`config.mk`:
```
export PLATFORM = sky130hd
export DESIGN_NAME = instr_encoder
export DESIGN_NICKNAME = d
export VERILOG_FILES = /design/src/rtl/instr_encoder.sv
export SDC_FILE = /design/constraint.sdc
export NUM_CORES = 1
export LEC_CHECK = 0
export CAP_MARGIN = 20
export CORE_ASPECT_RATIO = 1.25
export CORE_MARGIN = 3
export CORE_UTILIZATION = 55
export CTS_CLUSTER_SIZE = 40
export DETAILED_ROUTE_END_ITERATION = 7
export GPL_ROUTABILITY_DRIVEN = 0
export PLACE_DENSITY = 0.79
export SLEW_MARGIN = 20
export SYNTH_ARGS = -nofsm -noshare
export SYNTH_HDL_FRONTEND = slang
export SYNTH_SLANG_ARGS = --single-unit
```
`constraint.sdc`:
```
create_clock -name clk -period 4.1 [get_ports clk]
set_input_delay 0.82 -clock clk [delete_from_list [all_inputs] [get_ports clk]]
set_output_delay 0.82 -clock clk [all_outputs]
set_load 0.05 [all_outputs]
```
`src/rtl/instr_encoder.sv`:
```
// Packs symbolic instruction requests into 32-bit MIPS words. Requests are
// buffered in a small FIFO; the head is encoded on pop and held in an output
// register that drives a valid/ready port together with its byte address.
module instr_encoder #(
    parameter int                DEPTH     = 4,
    parameter int                ADDR_W    = 32,
    parameter logic [ADDR_W-1:0] BASE_ADDR = ADDR_W'(32'h00003000)
) (
    input  logic              clk,
    input  logic              reset,
    input  logic              in_valid,
    output logic              in_ready,
    input  logic [3:0]        in_op,
    input  logic [4:0]        in_rs,
    input  logic [4:0]        in_rt,
    input  logic [4:0]        in_rd,
    input  logic [25:0]       in_imm,
    output logic              out_valid,
    input  logic              out_ready,
    output logic [ADDR_W-1:0] out_addr,
    output logic [31:0]       out_word,
    output logic              err,
    output logic [3:0]        err_op,
    output logic [15:0]       count
);

    localparam int AW = (DEPTH > 1) ? $clog2(DEPTH) : 1;
    localparam int EW = 4 + 5 + 5 + 5 + 26;

    // FIFO storage; the output register acts as the registered read stage
    logic [EW-1:0]     mem_reg [DEPTH];
    logic [AW:0]       wr_ptr_reg;
    logic [AW:0]       rd_ptr_reg;
    logic [DEPTH-1:0]  wr_sel;

    logic              out_valid_reg;
    logic [ADDR_W-1:0] out_addr_reg;
    logic [31:0]       out_word_reg;
    logic              err_reg;
    logic [3:0]        err_op_reg;
    logic [15:0]       count_reg;

    logic              full;
    logic              empty;
    logic              push;
    logic              pop;
    logic              out_fire;

    logic [EW-1:0]     head;
    logic [3:0]        head_op;
    logic [4:0]        head_rs;
    logic [4:0]        head_rt;
    logic [4:0]        head_rd;
    logic [25:0]       head_imm;
    logic [31:0]       head_word;
    logic              head_legal;

    // Pointers carry one extra wrap bit to tell full from empty
    assign empty    = (wr_ptr_reg == rd_ptr_reg);
    assign full     = (wr_ptr_reg[AW] != rd_ptr_reg[AW]) &&
                      (wr_ptr_reg[AW-1:0] == rd_ptr_reg[AW-1:0]);
    assign in_ready = !full;
    assign push     = in_valid && !full;
    assign out_fire = out_valid_reg && out_ready;
    assign pop      = !empty && (!out_valid_reg || out_ready);

    // One-hot write select per FIFO entry
    for (genvar gi = 0; gi < DEPTH; gi++) begin : g_wr_sel
        assign wr_sel[gi] = push && (wr_ptr_reg[AW-1:0] == AW'(gi));
    end

    // FIFO entry writes (no reset needed on payload storage)
    always_ff @(posedge clk) begin
        for (int i = 0; i < DEPTH; i++) begin
            if (wr_sel[i]) begin
                mem_reg[i] <= {in_op, in_rs, in_rt, in_rd, in_imm};
            end
        end
    end

    assign head     = mem_reg[rd_ptr_reg[AW-1:0]];
    assign head_op  = head[44:41];
    assign head_rs  = head[40:36];
    assign head_rt  = head[35:31];
    assign head_rd  = head[30:26];
    assign head_imm = head[25:0];

    // Encode the FIFO head; unused fields of each format are forced to zero
    always_comb begin
        head_word  = 32'h0;
        head_legal = 1'b1;
        case (head_op)
            4'd0: head_word = 32'h0;
            4'd1: head_word = {6'b000000, head_rs, head_rt, head_rd, 5'b00000, 6'b100001};
            4'd2: head_word = {6'b000000, head_rs, head_rt, head_rd, 5'b00000, 6'b100011};
            4'd3: head_word = {6'b001101, head_rs, head_rt, head_imm[15:0]};
            4'd4: head_word = {6'b001111, 5'b00000, head_rt, head_imm[15:0]};
            4'd5: head_word = {6'b100011, head_rs, head_rt, head_imm[15:0]};
            4'd6: head_word = {6'b101011, head_rs, head_rt, head_imm[15:0]};
            4'd7: head_word = {6'b000100, head_rs, head_rt, head_imm[15:0]};
            4'd8: head_word = {6'b000011, head_imm};
            4'd9: head_word = {6'b000000, head_rs, 15'b0, 6'b001000};
            default: head_legal = 1'b0;
        endcase
    end

    // Pointers, output register, address/count tracking and sticky error
    always_ff @(posedge clk) begin
        if (reset) begin
            wr_ptr_reg    <= '0;
            rd_ptr_reg    <= '0;
            out_valid_reg <= 1'b0;
            out_addr_reg  <= BASE_ADDR;
            out_word_reg  <= 32'h0;
            err_reg       <= 1'b0;
            err_op_reg    <= 4'd0;
            count_reg     <= 16'd0;
        end else begin
            if (push) begin
                wr_ptr_reg <= wr_ptr_reg + 1'b1;
            end
            if (pop) begin
                rd_ptr_reg <= rd_ptr_reg + 1'b1;
            end
            if (out_fire) begin
                out_addr_reg <= out_addr_reg + ADDR_W'(4);
                count_reg    <= count_reg + 16'd1;
            end
            if (pop) begin
                if (head_legal) begin
                    out_word_reg  <= head_word;
                    out_valid_reg <= 1'b1;
                end else begin
                    // Dropped request: the slot is empty or was just consumed
                    out_valid_reg <= 1'b0;
                    err_reg       <= 1'b1;
                    if (!err_reg) begin
                        err_op_reg <= head_op;
                    end
                end
            end else if (out_fire) begin
                out_valid_reg <= 1'b0;
            end
        end
    end

    assign out_valid = out_valid_reg;
    assign out_addr  = out_addr_reg;
    assign out_word  = out_word_reg;
    assign err       = err_reg;
    assign err_op    = err_op_reg;
    assign count     = count_reg;

endmodule

```
# Word level (Yosys, flattened, before mapping)
# Memory sizes are Yosys's and may differ from the RTL's. A register that Yosys moved wholly into a read port is not among the register bits.
# Cells that the tools add are included.
[word_totals] in_bits=49 register_bits=92 mem_bits_ro=0 memories=1 mem_bits_rw=180 word_cells=76 latchBits=0 out_inout_bits=87
[memory_table] name="mem_reg" depth=4 word_bits=45 rd=1 rd_ports_with_merged_regs=1 write_ports=1 line_no="31" rtl="logic [EW-1:0] mem_reg [DEPTH];"
[classes] add_sub_neg=4 mux=24 n_lt_le_gt_ge=0 n_reduce_logical=22 eq_ne=15 mul=0 bitwise_logic=2 n_shift=0 div_mod_pow=0
[op_table] op="32-bit case mux with 9 select lines" count=1
[op_table] op="45-bit 2-to-1 mux" count=3
[op_table] op="45-bit OR reduction" count=3
[op_table] op="32-bit by 3-bit adder with 32-bit output (second input constant)" count=1
[op_table] op="16-bit by 1-bit adder with 16-bit output (second input constant)" count=1
[op_table] op="4-bit by 3-bit equality test with 1-bit output (second input constant)" count=4
[op_table] op="1-bit 2-to-1 mux" count=15
[op_table] op="2-bit 2-to-1 mux" count=5
[op_table] op="10-bit OR reduction" count=1
[op_table] op="4-bit by 2-bit equality test with 1-bit output (second input constant)" count=2
[op_table] op="4-bit equality test (second input constant)" count=2
[op_table] op="1-bit logical AND" count=8
[op_table] op="3-bit by 1-bit adder with 3-bit output (second input constant)" count=2
[op_table] op="2-bit equality test (second input constant)" count=2
[op_table] op="4-bit by 1-bit equality test with 1-bit output (second input constant)" count=1
[op_table] op="4-bit zero test" count=1
[op_table] op="2-bit AND reduction" count=2
[op_table] op="3-bit equality test" count=1
[op_table] op="1-bit zero test" count=3
[op_table] op="3-bit AND reduction" count=1
[op_table] op="2-bit by 1-bit equality test with 1-bit output (second input constant)" count=1
[op_table] op="2-bit equality test" count=1
[op_table] op="2-bit zero test" count=1
[op_table] op="1-bit inverter" count=2
[op_table] op="3 further kinds" count=3

# Logic depth before layout (Yosys ltp)
[depth] depth_word=11 mapped_depth=8 ltp_nobuf=5

# Least setup slack after synthesis
# No wires, ideal clock.
[synth_path] kind="in2reg" startpoint="input port in_valid" endpoint="memory mem_reg[3][0] (netlist bit), enable pin" path_buffers=0 setup_time_ns=0.409 required_ns=3.691 arrival_time_ns=2.360 slack_ns=1.331 stages=3 path_cell_list="inv_1 a31oi_1 and2_1"
[synth_via] elab_cells_between_ends=22 classes_between="mux (14); reduce/logical (8)"
[synth_lines] item="start: declaration" line_no="11" rtl="input logic in_valid,"
[synth_lines] item="1-bit logical AND *" line_no="63" rtl="assign push = in_valid && !full;"
[synth_lines] item="1-bit logical AND *" line_no="69" rtl="assign wr_sel[gi] = push && (wr_ptr_reg[AW-1:0] == AW'(gi));"
[synth_lines] item="net wr_sel[3]" line_no="34" rtl="logic [DEPTH-1:0] wr_sel;"
[synth_lines] item="1-bit 2-to-1 mux *" line_no="75" rtl="if (wr_sel[i]) begin"
[synth_lines] item="1-bit 2-to-1 mux (not written as such) *" line_no="76" rtl="mem_reg[i] <= {in_op, in_rs, in_rt, in_rd, in_imm};"
[synth_lines] item="45-bit OR reduction (no source line)"
[synth_lines] item="2-bit 2-to-1 mux (no source line) / 1-bit 2-to-1 mux (equally long branches)"
[synth_lines] item="end: declaration" line_no="31"
# The timed path passes the listed nets; every way through them passes the cells marked *.

==> flow_summary_export.csv <==
group,metric,value,unit
layout,layout.nets,925,
detailed_routing,via_per_inst,5.835,
synthesis,ys_seq_area_share,67.12,%
floorplanning,rows,56,
worst_setup_path,path_max_fanout,25,
worst_setup_path,crit_type,"reg -> reg",
timing,drv_slew,0,
layout,fin_area,13200,µm²
synthesis,ys_types,55,
global_route,grt_use_total,22.26,%
detailed_routing,antenna_left,0,
synthesis,syn_avg_cell_area,14.67,µm²
global_route,grt_pass1_wl,37900,µm
floorplanning,core-area,18990,µm²
global_route,grt_overflow_total,0,
placed_design,post_dp_cell_area,12370,µm²
pwr,irDropWorstVdd,0.4994,mV
min_path,min_from,"out_word[31]",
worst_setup_path,required,4.54,ns
timing,final.setup.tns,0,ns
pwr,p_leak,0.004317,µW
floorplanning,die-area,21300,µm²
run,maxCapViolCount,0,
run_status,status,"completed",
min_path,hold_depth,2,
pwr,power,8295,µW
global_route,grt_pass1_vias,7104,
synthesis,ys_warn_count,0,
timing,rsz0062_at_grt,"false",
clock_tree,tritoncts,"done",
clock_tree,clock_path_buffers,3,
clock_tree,cts_root_buf,"clkbuf_16",
worst_setup_path,arrival,3.38,ns
clock_tree,clock_latency,0.52,ns
detailed_routing,drc_errors,0,
layout,insertedDiodeCount,0,
clock_tree,htreeDepth,1,
timing,slew-limit-headroom,54.35,%
placed_design,io_buffer_count,132,
detailed_routing,first_pass_iters,5,
detailed_routing,dr_total_vias,6710,
clock_tree,hold_buffers,0,
global_route,antenna_found_initial,0,
floorplanning,initial_core_util,56.70,%
worst_setup_path,rr_endpoint,"out_word[23]",
clock_tree,clk_transition_reported_paths,0.06,ns
synthesis,syn-cell-area,10770,µm²
timing,period_share,71.52,%
min_path,holdPathEnd,"out_word[31]",
synthesis,synthFlopType,"edfxtp_1",
timing,setup_viol,0,
clock_tree,cts_buffers,26,
floorplanning,io_pins,136,
layout,largest_register_ffs,180,
timing,fmax,341.0,MHz
timing,final.setup_skew,0.009325,ns
timing,fin_crit,2.932,ns
pwr,power_density,628.3,nW/µm²
synthesis,netlist_instances,734,
floorplanning,die_h,162.4,µm
synthesis,yosysTopAreaCell,"edfxtp_1",
global_route,grt_start_max_net_pins,58,
timing,hold_violations,0,
detailed_routing,first_iter_violations,411,
synthesis,yosys.area.top_type_share,50.20,%
detailed_routing,wl,23810,µm
floorplanning,die_width,131.1,µm
layout,drive_above_1_share,13.05,%
worst_setup_path,cp-end-kind,"register",
worst_setup_path,critPathLaunchType,"register",
clock_tree,post_cts_resized,0,
min_path,hold_path.class,"reg -> reg",
timing,worst_pin_slew,0.6847,ns
clock_tree,cts.sinks,271,
synthesis,synth_edf_count,180,
placed_design,dp_hpwl,16080,µm
synthesis,async_flop_share,0,%
synthesis,synth_seq_cells,271,
clock_tree,cts_setup_buffers,0,
synthesis,synth_area_leaders,"edfxtp_1, dfxtp_1, mux4_2",
layout,area_growth,22.61,%
worst_setup_path,worstRegToRegCells,6,
worst_setup_path,ff2ff_setup_slack,1.17,ns
detailed_routing,routedWlPerCell,20.71,µm
## layer usage
| layer | wire length, µm | vias up | GRT usage (%) |
|---|---|---|---|
| li1 | - | 3042 | - |
| met1 | 8926 | 3319 | 26.84 |
| met2 | 12450 | 297 | 40.57 |
| met3 | 1742 | 52 | 4.419 |
| met4 | 694 | 0 | 7.163 |
| met5 | 0 | - | 0 |
## layout make-up
type	count	area [µm²]
multi-input cells	396	3262
repair buffers	148	1449
clock buffers	36	719.4
inverters	26	97.59
flip-flops and latches	271	7232
fillers	1275	5787
well taps	261	326.6
clock inverters	12	115.1
## how the worst max path moves through the flow
stage          depth (start not counted)              to     start
3_5_place_dp                           5  mem_reg[1][33]  in_valid
5_1_grt                                6    out_word[23]  register
2_1_floorplan                          3   mem_reg[3][0]  in_valid
6_report                               6    out_word[23]  register
4_1_cts                                6    out_word[23]  register
3_3_place_gp                           5  mem_reg[0][14]  in_valid
## stage by stage
step / utilization, % / std cells / setup slack (ns) / hold WS (ns)
6_report: 69.52 / 1150 / 1.168 / 0.4644
5_1_grt: 69.52 / 1150 / 1.021 / 0.4950
4_1_cts: 69.52 / 1150 / 1.186 / 0.4604
3_5_place_dp: 65.13 / 1102 / 0.9193 / 0.4534
3_3_place_gp: 65.13 / 1102 / 0.9884 / 0.4433
2_1_floorplan: - / 736 / 1.331 / 0.5310
## cells by family (layout without fill, tap and decap cells)
family,after synthesis,count (layout),share of synthesized area (%)
fa+ha+maj,7,7,0.8134
simple gates,213,213,10.51
other cells,1,3,0.03483
mux,54,54,10.27
compound gates,74,74,4.823
flops,271,271,67.12
buf+inv,69,222,2.696
xor+xnor,45,45,3.730
## placed cells by master (no fill, tap or decap), types with 12 or more instances in the layout
cell | netlist | final
edfxtp_1 | 180 | 180
clkbuf_16 | 0 | 27
nor2_1 | 72 | 72
buf_4 | 3 | 15
nor3b_1 | 12 | 12
a21oi_1 | 13 | 13
xnor2_1 | 33 | 33
clkdlybuf4s50_1 | 0 | 131
nand3b_1 | 14 | 14
dfxtp_1 | 91 | 89
nand2_1 | 24 | 24
nand3_1 | 14 | 14
mux4_2 | 45 | 45
inv_1 | 26 | 26
nor3_1 | 19 | 19
o21ai_1 | 13 | 13
## Yosys cell counts, types with 10 or more instances
| cell type | count |
|---|---|
| nand3b_1 | 14 |
| clkbuf_1 | 28 |
| nor4_1 | 10 |
| mux4_2 | 45 |
| nand2_1 | 24 |
| a21oi_1 | 13 |
| nand3_1 | 14 |
| xor2_1 | 11 |
| a211oi_1 | 11 |
| edfxtp_1 | 180 |
| o21ai_1 | 13 |
| nor3_1 | 19 |
| buf_2 | 10 |
| dfxtp_1 | 91 |
| xnor2_1 | 33 |
| inv_1 | 26 |
| nor2_1 | 72 |
| nor3b_1 | 12 |
## critical path: stages (launching register included)
cell	delay (ns)
dfxtp_4	0.55
mux4_2	0.82
o21ai_2	0.26
nand2_1	0.25
buf_4	0.27
a211o_1	0.47
o21ai_1	0.23
## power breakdown
group	switching (µW)	internal (µW)
registers	197	3190
clock network	980	1350
logic	1580	995
Note: power is estimated with default switching activity, not from simulation.
